--- config.mk ---
export PLATFORM = sky130hd
export DESIGN_NAME = spi_cfg_master
export DESIGN_NICKNAME = d
export VERILOG_FILES = /design/src/rtl/spi_cfg_master.sv
export SDC_FILE = /design/constraint.sdc
export NUM_CORES = 1
export LEC_CHECK = 0
export ABC_AREA = 1
export BUFFER_PORTS_ARGS = -buffer_cell sky130_fd_sc_hd__buf_2
export CAP_MARGIN = 10
export CORE_UTILIZATION = 25
export DETAILED_ROUTE_END_ITERATION = 10
export PLACE_DENSITY = 0.39
export SLEW_MARGIN = 10
export SYNTH_ARGS = -nofsm -noshare
export SYNTH_HDL_FRONTEND = slang
export SYNTH_SLANG_ARGS = --single-unit
--- constraint.sdc ---
create_clock -name clk -period 1.66 [get_ports clk]
set_input_delay 0.083 -clock clk [delete_from_list [all_inputs] [get_ports clk]]
set_output_delay 0.083 -clock clk [all_outputs]
set_load 0.1 [all_outputs]
--- src/rtl/spi_cfg_master.sv ---
// Two-requester SPI (mode 0) register-write master: 16-bit frames {1, addr[6:0], data[7:0]}.
// Define SPI_CFG_ARB_RR_EN for round-robin arbitration; otherwise req0 has fixed priority.
module spi_cfg_master #(
  parameter int HALF_PERIOD = 4,
  parameter int GAP_CYCLES  = 8
) (
  input  logic       clk,
  input  logic       rst_n,
  input  logic       req0_valid,
  input  logic [6:0] req0_addr,
  input  logic [7:0] req0_data,
  output logic       req0_ready,
  input  logic       req1_valid,
  input  logic [6:0] req1_addr,
  input  logic [7:0] req1_data,
  output logic       req1_ready,
  output logic       nCS,
  output logic       SCLK,
  output logic       COPI,
  output logic       busy,
  output logic       done,
  output logic       grant_id
);

  typedef enum logic [2:0] {
    ST_IDLE,
    ST_SETUP,
    ST_SHIFT,
    ST_HOLD,
    ST_GAP
  } state_t;

  localparam logic [7:0] HP_LAST  = 8'(HALF_PERIOD - 1);
  localparam logic [7:0] GAP_LAST = 8'(GAP_CYCLES - 1);

  state_t      state;
  logic [7:0]  div_cnt;
  logic [4:0]  bit_cnt;
  logic [14:0] shreg;
  logic        win_id;
  logic        win_valid;
  logic        accept;
  logic [15:0] next_frame;

  // Handshake: a request transfers on the rising clk edge where valid and ready
  // are both high; ready is only offered in IDLE, to the arbitration winner.
`ifdef SPI_CFG_ARB_RR_EN
  logic rr_ptr;

  always_comb begin
    win_id = 1'b0;
    if (req0_valid && req1_valid) win_id = rr_ptr;
    else if (req1_valid)          win_id = 1'b1;
  end

  // rr_ptr names the requester preferred on the next contended grant.
  always_ff @(posedge clk or negedge rst_n) begin
    if (!rst_n) begin
      rr_ptr <= 1'b0;
    end else if (accept) begin
      rr_ptr <= ~win_id;
    end
  end
`else
  assign win_id = ~req0_valid & req1_valid;
`endif

  assign win_valid  = req0_valid | req1_valid;
  assign accept     = rst_n && (state == ST_IDLE) && win_valid;
  assign req0_ready = accept & ~win_id;
  assign req1_ready = accept & win_id;
  assign busy       = (state != ST_IDLE);
  assign next_frame = win_id ? {1'b1, req1_addr, req1_data}
                             : {1'b1, req0_addr, req0_data};

  always_ff @(posedge clk or negedge rst_n) begin
    if (!rst_n) begin
      state    <= ST_IDLE;
      div_cnt  <= '0;
      bit_cnt  <= '0;
      shreg    <= '0;
      nCS      <= 1'b1;
      SCLK     <= 1'b0;
      COPI     <= 1'b0;
      done     <= 1'b0;
      grant_id <= 1'b0;
    end else begin
      done <= 1'b0;
      case (state)
        ST_IDLE: begin
          if (win_valid) begin
            shreg    <= next_frame[14:0];
            COPI     <= next_frame[15];
            nCS      <= 1'b0;
            grant_id <= win_id;
            div_cnt  <= '0;
            bit_cnt  <= '0;
            state    <= ST_SETUP;
          end
        end
        ST_SETUP: begin
          if (div_cnt == HP_LAST) begin
            div_cnt <= '0;
            SCLK    <= 1'b1;
            bit_cnt <= 5'd1;
            state   <= ST_SHIFT;
          end else begin
            div_cnt <= div_cnt + 8'd1;
          end
        end
        ST_SHIFT: begin
          if (div_cnt == HP_LAST) begin
            div_cnt <= '0;
            if (SCLK) begin
              SCLK  <= 1'b0;
              COPI  <= shreg[14];
              shreg <= {shreg[13:0], 1'b0};
            end else if (bit_cnt == 5'd16) begin
              // The low half-period after the 16th bit completes without a 17th edge.
              state <= ST_HOLD;
            end else begin
              SCLK    <= 1'b1;
              bit_cnt <= bit_cnt + 5'd1;
            end
          end else begin
            div_cnt <= div_cnt + 8'd1;
          end
        end
        ST_HOLD: begin
          if (div_cnt == HP_LAST) begin
            div_cnt <= '0;
            nCS     <= 1'b1;
            COPI    <= 1'b0;
            done    <= 1'b1;
            state   <= ST_GAP;
          end else begin
            div_cnt <= div_cnt + 8'd1;
          end
        end
        ST_GAP: begin
          if (div_cnt == GAP_LAST) begin
            div_cnt <= '0;
            state   <= ST_IDLE;
          end else begin
            div_cnt <= div_cnt + 8'd1;
          end
        end
        default: begin
          state   <= ST_IDLE;
          nCS     <= 1'b1;
          SCLK    <= 1'b0;
          COPI    <= 1'b0;
          div_cnt <= '0;
        end
      endcase
    end
  end

endmodule

==> flow_summary.ini, run 1 <==
[placed_design]
hpwl_um = 4640
port_buffers = 41
placed_area_mm2 = 0.00270
gp_congestion = 0.838

[clocking]
clock_path_buffers = 2
cts_htree_levels = 2
numCtsBuffers = 5
cts_tree = done
clkSlewWorstSetupHoldPaths_ns = 0.08
cts_sinks = 36
insertion_delay_ns = 0.29
clock-root-buffer = clkbuf_8

[setup_path]
cp_max_fo = 5
path_class = reg -> out
worst_ep_required_time_ns = 1.58
r2r-start = state[2]$_DFFE_PN0P_
rrSetupSlack_ns = 0.14
cp_data_arrival_time_ns = 1.51
timing.rr.end = shreg[8]$_DFFE_PN0P_
critPathSlowestCell = dfrtp_2
critPathMaxStageDelay_ns = 0.45
path_cells = nor2_4 > nand2_8 > buf_6 > nor3_4 > buf_12
path_delay_family = flip-flops
startpoint_type = flip-flop
ff2ff_path_depth = 8
crit_buf_inv = 2
crit_path_end_kind = primary output

[worst_hold_path]
holdPathStages = 4
hold_end = nCS$_DFFE_PN1P_
min_path_type = in -> reg
min_from = req0_valid

[sta]
fin_setup_tns_ns = 0
fin_crit_ns = 1.59
finalHoldViolations = 0
period_share = 0.960
drv_slew = 0
tightest_slew_ns = 0.498
slew-limit-headroom = 0.668
fin_skew_ns = 0.0106
holdWs_ns = 0.132
setup_viol = 0
fmax_ghz = 0.628

[floorplanning]
die_y_um = 95.8
die_w_um = 95.8
core_mm2 = 0.00838
initial_core_util = 0.263
die_area_mm2 = 0.00918
row_count = 33
ioPinCount = 42

[detailed_routing]
drt_iter0_drc = 92
ant_nets = 0
via_count = 2186
dr.pass1.iters = 4
wl_um = 6320
via_per_inst = 4.49
drc = 0
routedWlPerCell_um = 13.0

[cells_and_area]
fill_cells = 947
post-route-util = 0.342
nNetsFinal = 418
drive_gt1_frac = 0.259
areaGrowthSynthToFinish_pct = 30.4
antenna_cells = 0
stdcell_area_mm2 = 0.00287

[grt]
grt_pass1_wl_um = 9990
grt_use_total = 0.143
overflow = 0
grt_start_max_net_pins = 37
antenna_found_initial = 0
grt_pass1_vias = 2010

[yosys]
yosysWarnings = 0
synth-xor-area-share = 0.0239
synthCells = 317
syn_area_per_cell_um2 = 6.94
syn-num-nets = 354
synth_compound_area_frac = 0.0938
synth-adder-area-share = 0.0171
yosys.area_share.simple = 0.383
synth_top_family_by_area = simple AND/OR/NAND/NOR gates
ys_seq_elements = 36
synth_top_cell_by_area = dfrtp_1
synth_top_area_frac = 0.398
synth_area_mm2 = 0.00220
synth_area_leaders = dfrtp_1 (40%), nand2_1 (18%), nor2_1 (7.8%)
synth_cell_types = 27
synth.area.mux_share = 0
seq_area_frac_synth = 0.410

[power_and_ir_drop]
peakVddDrop_uv = 1270
p_leak_uw = 0.00151
total_power_uw = 5860
pwr_density_cell_mw_per_mm2 = 2040

[outcome]
status = complete, no violations

[job]
cap_viol_max_count = 0
## worst max-delay path by stage
| stage | from | cells after the start | end | slack (ns) |
|---|---|---|---|---|
| after CTS | state[0]$_DFFE_PN0P_ | 5 | req0_ready | 0.006 |
| after global routing | state[0]$_DFFE_PN0P_ | 5 | req0_ready | -0.0003 |
| after floorplan | state[0]$_DFFE_PN0P_ | 3 | req0_ready | -0.0006 |
| after global placement | div_cnt[0]$_DFFE_PN0P_ | 8 | bit_cnt[3]$_DFFE_PN0P_ | 0.03 |
| after detailed placement | div_cnt[0]$_DFFE_PN0P_ | 8 | bit_cnt[3]$_DFFE_PN0P_ | 0.04 |
| final | state[0]$_DFFE_PN0P_ | 5 | req0_ready | 0.07 |
## cells by family (layout without fill, tap and decap cells)
group	count (synthesis)	after routing
AND/OR/NAND/NOR	198	198
adder cells (fa/ha/maj)	3	3
buffers and inverters	37	102
XOR/XNOR	6	6
flip-flops	36	36
AO/OA/AOI/OAI	37	37
## where the power goes
part           total [µW]  internal, µW  switching, µW
logic                3720          1290           2440
registers            1450          1230            219
clock network         679           332            347
## layout make-up
| cell class | count | area (µm²) | share of cell area |
|---|---|---|---|
| clock buffers | 6 | 82.6 | 0.0288 |
| multi-input cells | 244 | 1190 | 0.415 |
| clock inverters | 2 | 10.0 | 0.00349 |
| flip-flops and latches | 36 | 906 | 0.316 |
| repair buffers | 66 | 442 | 0.154 |
| inverters | 28 | 108 | 0.0375 |
| well taps | 105 | 131 | 0.0458 |
## flip-flops by register name, summed over array words and instances, names as in the netlist
register / count
state: 3
bit_cnt: 5
div_cnt: 8
nCS: 1
COPI: 1
shreg: 15
done: 1
grant_id: 1
SCLK: 1
## layer usage
| layer | global-route usage | vias to the layer above | part of all wire |
|---|---|---|---|
| met4 | 0.0299 | 0 | 0.0041 |
| li1 | - | 1147 | - |
| met3 | 0.0261 | 2 | 0.027 |
| met1 | 0.223 | 1010 | 0.56 |
| met5 | 0 | - | 0 |
| met2 | 0.202 | 27 | 0.41 |
## worst min-delay path, delay by kind of cell
family | cells | cell delay, ns
and+or+nand+nor | 2 | 0.20
buffers and inverters | 1 | 0.10
AOI/OAI and AO/OA | 1 | 0.05
## layout by cell type (no fill, tap or decap), types with 4 or more instances in the layout
cell	Yosys	routed
dfrtp_1	35	32
nand4_1	5	5
nand2_1	107	107
xor2_1	6	6
a31oi_1	14	14
buf_4	1	22
nor2_1	46	43
inv_2	6	5
clkbuf_8	0	6
o21ai_0	11	11
buf_2	1	39
nand3_1	29	28
nor2_4	2	4
o21ai_1	6	5
inv_1	22	22
a21oi_1	4	4
## metrics by stage
stage          setup WS [ns]  std cells
2_1_floorplan      -0.000618        317
3_3_place_gp          0.0295        472
3_5_place_dp          0.0356        472
4_1_cts              0.00581        481
5_1_grt            -0.000262        487
6_report              0.0669        487
## cell usage after synthesis
library cell and number:
o22ai_1 1, o21ai_0 11, clkbuf_1 3, nor2_2 2, inv_2 6, dfstp_2 1, nor2_1 46, inv_1 22
xor2_1 6, nor2_4 2, nor3_1 1, buf_4 1, nand3_1 29, ha_1 3, o21ai_1 6, buf_1 2
buf_6 2, nand2_4 3, a31oi_1 14, dfrtp_1 35, nand2_1 107, nand4_1 5, o21a_1 1, buf_2 1
nand2_2 2, and3_1 1, a21oi_1 4
## timing repair
| item | CTS | global route |
|---|---|---|
| pin swaps | 1 | 2 |
| hold buffers | 1 | 0 |
| hold endpoints to repair | 35 | 0 |
| setup endpoints to repair | 1 | 22 |
| gates resized for setup | 1 | 7 |
| buffers inserted | 0 | 6 |
Power figures use the tool's default switching activity.
==> inputs of run 2 (changes only) <==
--- a/config.mk
+++ b/config.mk
@@ -7,10 +7,10 @@
 export LEC_CHECK = 0
 export ABC_AREA = 1
 export BUFFER_PORTS_ARGS = -buffer_cell sky130_fd_sc_hd__buf_2
-export CAP_MARGIN = 10
+export CAP_MARGIN = 20
 export CORE_UTILIZATION = 25
 export DETAILED_ROUTE_END_ITERATION = 10
-export PLACE_DENSITY = 0.39
+export PLACE_DENSITY = 0.41
 export SLEW_MARGIN = 10
 export SYNTH_ARGS = -nofsm -noshare
 export SYNTH_HDL_FRONTEND = slang
==> constraint.sdc (replaced) <==
create_clock -name clk -period 1.34 [get_ports clk]
set_input_delay 0.067 -clock clk [delete_from_list [all_inputs] [get_ports clk]]
set_output_delay 0.067 -clock clk [all_outputs]
set_load 0.1 [all_outputs]
==> run 2 against run 1 <==
Net effect:
- the run now ends with setup timing left
- register-to-register slack got worse by 0.32 ns
- routed wire length increased by 11%
- die area unchanged
- first-iteration DRC count increased by 6.5%
- critical path depth unchanged
- largest power group unchanged
- sequential share of layout area decreased by 7.6 points
- final area increased by 31%
- worst hold slack got worse by 0.018 ns
- clock skew about the same
==> flow_summary.ini, run 2 (synthesis gave the netlist of run 1 again) <==
[clocking]
numCtsBuffers = 5
cts_htree_levels = 2
cts_tree = done
clkSlewWorstSetupHoldPaths_ns = 0.08
insertion_delay_ns = 0.29
cts_sinks = 36
clock-root-buffer = clkbuf_8
clock_path_buffers = 2

[sta]
setup_viol = 36
rsz0062_at_grt = yes
fmax_ghz = 0.656
slew-limit-headroom = 0.672
fin_skew_ns = 0.0108
finalHoldViolations = 0
final.setup.worst_slack_ns = -0.185
tightest_slew_ns = 0.495
drv_slew = 0
fin_crit_ns = 1.53
holdWs_ns = 0.114
period_share = 1.14

[detailed_routing]
via_count = 2424
ant_nets = 0
drt_iter0_drc = 98
via_per_inst = 4.51
drc = 0
dr.pass1.iters = 4
wl_um = 7010
routedWlPerCell_um = 13.0

[floorplanning]
ioPinCount = 42
row_count = 33
die_w_um = 95.8
die_area_mm2 = 0.00918
core_mm2 = 0.00838
initial_core_util = 0.263
die_y_um = 95.8

[worst_hold_path]
min_path_type = in -> reg

[cells_and_area]
seqCellArea_um2 = 906
areaGrowthSynthToFinish_pct = 71.5
drive_gt1_frac = 0.485
multi_input_area_mm2 = 0.00156
fin_cells = 538
nNetsFinal = 469
fill_cells = 835
largest_reg_flops = 15
antenna_cells = 0
final_common_cell = nand2_1
reg_top3 = shreg (15), div_cnt (8), bit_cnt (5)
layout_common_cells = nand2_1 (93), buf_4 (55), buf_2 (37), nor2_1 (34), dfrtp_1 (32)
largest-register = shreg
post-route-util = 0.450

[power_and_ir_drop]
pwr_density_cell_mw_per_mm2 = 2600
peakVddDrop_uv = 1650
p_leak_uw = 0.00187
total_power_uw = 9820

[setup_path]
critPathSlowestCell = dfrtp_2
startpoint = state[1]$_DFFE_PN0P_
startpoint_type = flip-flop
r2r-start = state[2]$_DFFE_PN0P_
cp_data_arrival_time_ns = 1.46
crit_path_end = req0_ready
ff2ff_path_depth = 8
path_cells = nor2_4 > nand2_8 > buf_6 > nor3_4 > buf_12
worst_ep_required_time_ns = 1.27
crit_path_end_kind = primary output
timing.rr.end = shreg[7]$_DFFE_PN0P_
rrSetupSlack_ns = -0.18
critPathMaxStageDelay_ns = 0.43
cp_max_fo = 4
path_class = reg -> out

[grt]
antenna_found_initial = 0
grt_use_total = 0.159
grt_start_max_net_pins = 37
grt_pass1_wl_um = 11000
grt_pass1_vias = 2311
overflow = 0

[outcome]
status = finished with violations
violations = setup timing

[placed_design]
gp_congestion = 0.784
hpwl_um = 4760
port_buffers = 41
place_inst = 506

[job]
cap_viol_max_count = 0
[run 2: cell types whose count changed in the layout (fill, tap and decap cells not counted), sizes merged]
cell    previous run  this run
buf               65       114
clkbuf             6         9
clkinv             2         0
nand2            112       113
[run 2: power by group]
group / switching [µW] / internal, µW / leakage, µW
logic: 4030 / 3140 / 0.00136
registers: 250 / 1530 / 0.000460
clock network: 406 / 470 / 0.0000515
[run 2: cell type report]
class                           instances  area share
Inverter                               28      0.0305
Tap cell                              105      0.0348
Sequential cell                        36       0.240
Multi-Input combinational cell        245       0.413
Clock buffer                            8      0.0265
Timing Repair Buffer                  116       0.255
[run 2: repair_timing]
action,4_1_cts,5_1_grt
pin swaps,15,19
buffers inserted,19,2
gates cloned,1,1
hold buffers,1,0
hold endpoints to repair,35,0
resized for setup,45,35
setup endpoints to repair,37,38
[run 2: worst min-delay path by stage]
stage / depth (start not counted) / slack, ns / to / start
after floorplan: 0 / -0.23 / COPI$_DFFE_PN0P_ / rst_n
after global placement: 2 / 0.18 / bit_cnt[3]$_DFFE_PN0P_ / rst_n
after detailed placement: 2 / 0.18 / bit_cnt[3]$_DFFE_PN0P_ / rst_n
after CTS: 5 / 0.11 / shreg[0]$_DFFE_PN0P_ / req1_data[0]
after global routing: 5 / 0.14 / shreg[0]$_DFFE_PN0P_ / req0_data[0]
final: 5 / 0.11 / shreg[0]$_DFFE_PN0P_ / req1_data[0]
[run 2: routing by layer]
layer,global-route usage,routed length (µm),vias up
met5,0,0,-
met1,0.215,3400,1139
met2,0.256,3320,32
li1,-,-,1249
met4,0.0485,68,0
met3,0.0284,214,4
[run 2: stage by stage]
| stage | setup WS, ns | instance area [µm²] | TNS [ns] |
|---|---|---|---|
| finish | -0.185 | 3770 | -4.74 |
| detailed placement | -0.208 | 3120 | -4.00 |
| CTS | -0.217 | 3570 | -4.97 |
| floorplan | -0.305 | 2350 | -4.35 |
| global placement | -0.227 | 3120 | -4.47 |
| global route | -0.258 | 3770 | -7.73 |
[run 2: critical path: cells and delay by family (launching register included)]
family | cells | cell delay [ns]
buffers and inverters | 2 | 0.33
AND/OR/NAND/NOR | 3 | 0.41
flip-flops | 1 | 0.43
